## src/rtl/mem_access.sv

```systemverilog
// Data-memory access stage: legality check, byte-lane steering, request/grant/response
// handshake with the data memory, and load-data alignment/extension for writeback.
module mem_access #(
    parameter int XLEN = 32
) (
    input  logic            clk,
    input  logic            rst_n,
    input  logic            req_valid_i,
    input  logic            req_we_i,
    input  logic [2:0]      req_funct3_i,
    input  logic [XLEN-1:0] req_addr_i,
    input  logic [XLEN-1:0] req_wdata_i,
    output logic            stall_o,
    output logic            done_o,
    output logic [XLEN-1:0] ld_data_o,
    output logic            exc_o,
    output logic            dmem_req_o,
    output logic            dmem_we_o,
    output logic [3:0]      dmem_be_o,
    output logic [XLEN-1:0] dmem_addr_o,
    output logic [XLEN-1:0] dmem_wdata_o,
    input  logic            dmem_gnt_i,
    input  logic            dmem_rvalid_i,
    input  logic [XLEN-1:0] dmem_rdata_i
);

    typedef enum logic [1:0] {IDLE, REQ, WAIT} state_e;

    state_e          state_q, state_d;
    logic            we_q;
    logic [2:0]      funct3_q;
    logic [XLEN-1:0] addr_q, wdata_q;
    logic [XLEN-1:0] ld_data_q, ld_data_d;
    logic            done_q, exc_q;

    logic            legal, accept, complete, in_req;
    logic [3:0]      be;
    logic [XLEN-1:0] lanes, ld_ext;
    logic [7:0]      byte_sel;
    logic [15:0]     half_sel;

    // Stores only exist for B/H/W; halves and words must be naturally aligned.
    always_comb begin
        // NOTE: every always_comb output gets a default first so no path can infer a latch.
        legal = 1'b0;
        case (req_funct3_i)
            3'b000:  legal = 1'b1;
            3'b001:  legal = ~req_addr_i[0];
            3'b010:  legal = (req_addr_i[1:0] == 2'b00);
            3'b100:  legal = ~req_we_i;
            3'b101:  legal = ~req_we_i & ~req_addr_i[0];
            default: legal = 1'b0;
        endcase
    end

    assign accept   = (state_q == IDLE) & req_valid_i & legal;
    assign complete = (state_q == WAIT) & dmem_rvalid_i;
    assign in_req   = (state_q == REQ);

    always_comb begin
        state_d = state_q;
        case (state_q)
            IDLE:    if (accept)        state_d = REQ;
            REQ:     if (dmem_gnt_i)    state_d = WAIT;
            WAIT:    if (dmem_rvalid_i) state_d = IDLE;
            default:                    state_d = IDLE;
        endcase
    end

    always_comb begin
        be    = 4'b1111;
        lanes = '0;
        case (funct3_q[1:0])
            2'b00:   be = 4'b0001 << addr_q[1:0];
            2'b01:   be = addr_q[1] ? 4'b1100 : 4'b0011;
            default: be = 4'b1111;
        endcase
        if (we_q) begin
            case (funct3_q[1:0])
                2'b00:   lanes = {4{wdata_q[7:0]}};
                2'b01:   lanes = {2{wdata_q[15:0]}};
                default: lanes = wdata_q;
            endcase
        end
    end

    assign byte_sel = dmem_rdata_i[{addr_q[1:0], 3'b000} +: 8];
    assign half_sel = addr_q[1] ? dmem_rdata_i[31:16] : dmem_rdata_i[15:0];

    always_comb begin
        ld_ext = dmem_rdata_i;
        case (funct3_q)
            3'b000:  ld_ext = {{24{byte_sel[7]}}, byte_sel};
            3'b001:  ld_ext = {{16{half_sel[15]}}, half_sel};
            3'b100:  ld_ext = {24'b0, byte_sel};
            3'b101:  ld_ext = {16'b0, half_sel};
            default: ld_ext = dmem_rdata_i;
        endcase
        ld_data_d = (complete & ~we_q) ? ld_ext : ld_data_q;
    end

    always_ff @(posedge clk or negedge rst_n) begin
        if (!rst_n) begin
            state_q   <= IDLE;
            we_q      <= 1'b0;
            funct3_q  <= '0;
            addr_q    <= '0;
            wdata_q   <= '0;
            ld_data_q <= '0;
            done_q    <= 1'b0;
            exc_q     <= 1'b0;
        end else begin
            // NOTE: sequential state uses non-blocking assignments so every register samples pre-edge values.
            state_q   <= state_d;
            ld_data_q <= ld_data_d;
            done_q    <= complete;
            exc_q     <= (state_q == IDLE) & req_valid_i & ~legal;
            if (accept) begin
                we_q     <= req_we_i;
                funct3_q <= req_funct3_i;
                addr_q   <= req_addr_i;
                wdata_q  <= req_wdata_i;
            end
        end
    end

    // Bus fields are gated by REQ so a reset drops the request combinationally.
    assign dmem_req_o   = in_req;
    assign dmem_we_o    = in_req & we_q;
    assign dmem_be_o    = in_req ? be : 4'b0000;
    assign dmem_addr_o  = in_req ? {addr_q[XLEN-1:2], 2'b00} : '0;
    assign dmem_wdata_o = in_req ? lanes : '0;

    assign stall_o   = (state_q != IDLE) | accept;
    assign done_o    = done_q;
    assign exc_o     = exc_q;
    assign ld_data_o = ld_data_q;

endmodule

```

## config.mk

```make
export PLATFORM = sky130hd
export DESIGN_NAME = mem_access
export DESIGN_NICKNAME = d
export VERILOG_FILES = /design/src/rtl/mem_access.sv
export SDC_FILE = /design/constraint.sdc
export NUM_CORES = 1
export LEC_CHECK = 0
export BUFFER_PORTS_ARGS = -buffer_cell sky130_fd_sc_hd__buf_4
export CORE_ASPECT_RATIO = 0.7
export CORE_MARGIN = 2
export CORE_UTILIZATION = 30
export DETAILED_ROUTE_END_ITERATION = 12
export GPL_TIMING_DRIVEN = 0
export REMOVE_ABC_BUFFERS = 1
export SYNTH_ARGS = -nofsm -noshare
export SYNTH_HDL_FRONTEND = slang
export SYNTH_SLANG_ARGS = --single-unit
export TNS_END_PERCENT = 10
```

## constraint.sdc

```tcl
create_clock -name clk -period 1.7 [get_ports clk]
set_input_delay 0.255 -clock clk [delete_from_list [all_inputs] [get_ports clk]]
set_output_delay 0.255 -clock clk [all_outputs]
set_load 0.01 [all_outputs]
```

# [Word level (Yosys, flattened, before mapping)]
# Index checks and enable logic that the tools add are counted.
[totals] register_bits=104 output_inout_bits=105 n_memories=0 latch_bits=0 mem_bits_ro=0 ramBits=0 wordCells=56 inputBits=105
[classes] addsub=0 n_reduce_logical=7 shift=2 eq_ne=13 magnitude_cmp=0 n_mux=14 div_mod_pow=0 n_bitwise=12 n_mul=0
[op_table] cell="$pmux W32 S4" count=1
[op_table] cell="$mux W32" count=3
[op_table] cell="$pmux W32 S2" count=1
[op_table] cell="$shiftx A32 B6 Y8" count=1
[op_table] cell="$mux W16" count=1
[op_table] cell="$eq A3 B3 Y1 const B" count=4
[op_table] cell="$mux W4" count=2
[op_table] cell="$pmux W4 S2" count=1
[op_table] cell="$and A1 B1 Y1" count=7
[op_table] cell="$eq A3 B1 Y1 const B" count=2
[op_table] cell="$logic_not A2 Y1" count=3
[op_table] cell="$logic_not A3 Y1" count=2
[op_table] cell="$mux W2" count=3
[op_table] cell="$ne A2 B2 Y1 const B" count=3
[op_table] cell="$pmux W2 S3" count=1
[op_table] cell="$pmux W1 S5" count=1
[op_table] cell="$eq A2 B1 Y1 const B" count=2
[op_table] cell="$not A1 Y1" count=4
[op_table] cell="$shl A1 B2 Y4 const A" count=1
[op_table] cell="$eq A3 B2 Y1 const B" count=1
[op_table] cell="$reduce_and A3 Y1" count=1
[op_table] cell="$eq A2 B2 Y1 const B" count=1
[op_table] cell="$reduce_bool A2 Y1" count=1
[op_table] cell="$or A1 B1 Y1" count=1

# [Longest topological paths before layout]
[logic_depth] depth_word=6 depth_mapped=6 depth_no_buf=4

# [Least setup slack after synthesis]
# OpenSTA, ideal clock, no wires.
[synth_timing] path_type="register to register" start="reg addr_q[1]" end="reg ld_data_q[10] (netlist: ld_data_o[10])" setup_ns=0.150 required_ns=1.550 t_arrival_ns=1.529 n_path_buf=1 path_stages_with_launch=5 slack_ns=0.021 path_cell_list="dfrtp_1 -> buf_2 -> mux4_2 -> a211oi_2 -> a22oi_1"
[synth_via] elab_chain_cells=2 word_cells_on_any_way=3 cone_classes="1 x shift; 2 x mux"
[synth_lines] item="start: declaration" line_no="32" text="logic [XLEN-1:0] addr_q, wdata_q;"
[synth_lines] item="start signal: assignment" line_no="121" text="addr_q <= req_addr_i;"
[synth_lines] item="$shiftx A32 B6 Y8 or $mux W16 (tied branches)" line_no="87, 88"
[synth_lines] item="$pmux W32 S4 (*)" line_no="92" text="case (funct3_q)"
[synth_lines] item="end signal: assignment" line_no="115" text="ld_data_q <= ld_data_d;"
[synth_lines] item="end: declaration" line_no="33" text="logic [XLEN-1:0] ld_data_q, ld_data_d;"
# Every way passes the cells marked *; elsewhere a longest branch is shown, timed or not.
# A chain may end at the register's enable or synchronous reset.

# [Worst setup path after layout]
[layout_timing] start="reg state_q[1]" end="out dmem_wdata_o[23]"
[layout_via] elab_chain_cells=2
[layout_lines] item="start: declaration" line_no="29" text="state_e state_q, state_d;"
[layout_lines] item="start signal: assignment" line_no="114" text="state_q <= state_d;"
[layout_lines] item="$eq A2 B1 Y1" line_no="58" text="assign in_req = (state_q == REQ);"
[layout_lines] item="$mux W32" line_no="132" text="assign dmem_wdata_o = in_req ? lanes : '0;"
[layout_lines] item="end: declaration" line_no="21" text="output logic [XLEN-1:0] dmem_wdata_o,"
# No other way between the ends.

==> run summary <==
Simple-Gate Fraction of Synth Area: 0.1264
initial antenna violation count: 0
Leakage: 3.644 nW
Req. time, crit path: 1.44 ns
Final Hold Viols: 0
Pins Over Slew Limit: 0
area occupied by multi-input gates: 0.002848 sq mm
number of max-cap violations: 0
first-pass GRT wire length: 26,700 um
FF+latch count, synth: 104
row cnt: 40
TritonRoute pass-1 iters: 5
clk sinks: 104
PD cells: 1353 mW/mm^2
critical-path cell list: nand2b_4, clkinvlp_4, buf_12, nand2_8, nor2_1, buf_4
Setup WS pre-CTS: -1.603 ns
grt total ovfl: 0
htree depth: 3
Core Box Area: 0.01722 sq mm
Netlist cell types: 36
Synth Instances: 506
Synth Area in Adders: 0
Post-Layout Cell Count: 957
deepest clock path buffer count: 2
num ports: 210
Final Wtd Congestion: 0.8216
clk_lat worst skew: 0.36 ns
Area growth syn-to-layout: 52.35%
Setup crit start kind: flop
remaining antenna violation count: 0
Synth Area per Inst: 10.49 sq um
DR DRC count: 0
worst-margin pin slew: 0.5677 ns
number of I/O port buffers: 207
sequential area share after synthesis: 0.4905
FILL cells: 1,619
die span in y: 115.3 um
critical path class: reg2out
crit path DAT: 1.64 ns
Max IR drop VDD: 595.6 uV
RSZ-0062 raised after global routing: true
largest net degree at the start of global routing: 105
Synth warnings: 0
Seq. cell area: 0.002621 sq mm
CP endpoint kind: output port
final cycle utilization of the critical path: 1.114
met1 GRT Util: 0.2443
clk_skew: 0.01127 ns
Post-Synth XOR/XNOR Area: 0
vias in the first global route: 4,705
Num CTS Buffers: 9
Compound-Gate Fraction of Synth Area: 0.1351
outcome: finished with violations
WHS Path Cells: 2
Setup-failing EPs final: 130
Initial Util: 0.3082
commonest cells after routing, fill and taps aside: 199 x buf_4, 97 x dfrtp_1, 67 x mux2_1
class of the worst hold path: in2reg
Worst-path clk slew: 0.07 ns
DR iter-0 viols: 435
die area: 0.01878 sq mm
final design utilization: 0.4695
dpl cells: 907
Die W: 163.0 um
Cell Area, Synth: 0.005306 sq mm
setup ws final: -0.1930 ns
GRT busiest layer: met2
Worst R2R Path Depth: 3
CTS tree: done
routed vias: 4,780
Rel. slew slack: 0.6202
WL/cell: 18.64 um
failing checks: negative setup slack
FMAX: 528.3 MHz
Critical Path Slowest Stage Cell: dfrtp_2
number of nets in the layout: 826
min cycle time layout: 1.893 ns
final wirelength: 17,840 um
most common cell after layout, fill and taps aside: buf_4
Critical Path Fanout Max: 12
share of cells above drive strength 1: 0.4408
ant diodes: 0
GRT Total Usage: 0.1841
met3 Use GR: 0.05014
main combinational cell family by area after synthesis: multiplexers
crit-path max cell delay: 0.42 ns
post-synthesis mux area share: 0.2110
met2 GRT Util: 0.3025
Root Driver: clkbuf_16
vias per std cell: 4.995
Detailed Place HPWL: 11,140 um
registers in the layout (all words and copies together), names as in the netlist:
| signal | flops |
|---|---|
| we_q | 1 |
| state_q | 2 |
| exc_o | 1 |
| addr_q | 32 |
| ld_data_o | 32 |
| funct3_q | 3 |
| done_o | 1 |
| wdata_q | 32 |
worst paths after layout:
path                                         from                   endpoint  slack (ns)
setup / recovery           state_q[1]$_DFFE_PN0P_           dmem_wdata_o[23]       -0.19
setup reg to reg            addr_q[1]$_DFFE_PN0P_  ld_data_o[11]$_DFFE_PN0P_       -0.17
min in group asynchronous                   rst_n    wdata_q[29]$_DFFE_PN0P_        0.35
hold reg to reg            addr_q[13]$_DFFE_PN0P_     addr_q[13]$_DFFE_PN0P_        0.48
hold / removal                         dmem_gnt_i     state_q[0]$_DFFE_PN0P_        0.10
max in group asynchronous                   rst_n     state_q[1]$_DFFE_PN0P_        0.66
synthesized netlist by cell type, drive strengths merged:
cell type,count,area (sq um)
a211oi,1,12.51
a21oi,35,175.2
a221o,1,10.01
a22o,1,8.760
a22oi,9,67.56
a2bb2oi,7,61.31
a31oi,7,43.79
a41oi,1,8.760
and2,37,231.5
and3,8,50.05
and3b,1,8.760
buf,16,83.82
clkbuf,25,93.84
clkinv,1,3.750
conb,1,3.750
dfrtp,104,2603
inv,3,11.26
mux2,77,867.1
mux2i,23,230.2
mux4,1,22.52
nand2,29,108.9
nand2b,2,12.51
nand3,1,5.000
nand4,1,6.260
nand4bb,1,11.26
nor2,43,161.4
nor2b,2,12.51
nor3,1,10.01
nor3b,7,52.55
o211a,1,10.01
o21ai,42,210.2
o22ai,16,100.1
o41ai,1,8.760
cell type report:
cell class,count,area share
inverters,4,0.003869
well taps,231,0.03575
clock buffers,10,0.02956
repair inverters,3,0.002786
repair buffers,235,0.2452
clock inverters,6,0.006346
multi-input cells,364,0.3523
flip-flops and latches,104,0.3243
through the flow:
step / hold WS (ns) / power (mW) / TNS [ns] / area [sq um]
2_1_floorplan: -0.04059 / 6.223 / -162.79 / 5132
3_3_place_gp: 0.4646 / 7.899 / -338.15 / 6975
3_5_place_dp: 0.4730 / 8.062 / -152.78 / 7059
4_1_cts: 0.08853 / 10.81 / -14.92 / 7900
5_1_grt: 0.09622 / 11.63 / -23.43 / 8084
6_report: 0.1013 / 10.94 / -13.42 / 8084
kinds of logic (layout without fill, tap and decap cells):
group / Yosys count / count (layout)
buffers and inverters: 45 / 258
and+or+nand+nor: 133 / 139
DFF: 104 / 104
other: 1 / 2
muxes: 101 / 101
AOI/OAI and AO/OA: 122 / 122
routing by layer:
metal  part of all wire  vias to the layer above
li1                   -                     2228
met1               0.44                     2378
met2               0.48                      159
met3              0.069                       15
met4             0.0092                        0
met5                  0                        -
repair_timing:
| item | in CTS | in global routing |
|---|---|---|
| buffers inserted | 21 | 2 |
| hold buffers | 0 | 1 |
| pin swaps | 22 | 6 |
| endpoints found under the hold margin | 0 | 34 |
| cloned | 7 | 2 |
| gates resized for setup | 76 | 25 |
| endpoints found under the setup margin | 170 | 135 |
power breakdown:
group          switching (mW)  internal, mW  total (mW)
Sequential              0.756          3.42        4.18
Combinational            2.33          2.38        4.70
Clock                    1.00          1.05        2.05
worst max-delay path, delay by kind of cell (launching register included):
kind / cells / cell delay (ns)
AND/OR/NAND/NOR: 3 / 0.44
flip-flops: 1 / 0.42
buffers and inverters: 3 / 0.40
Note: power is estimated with default switching activity, not from simulation.
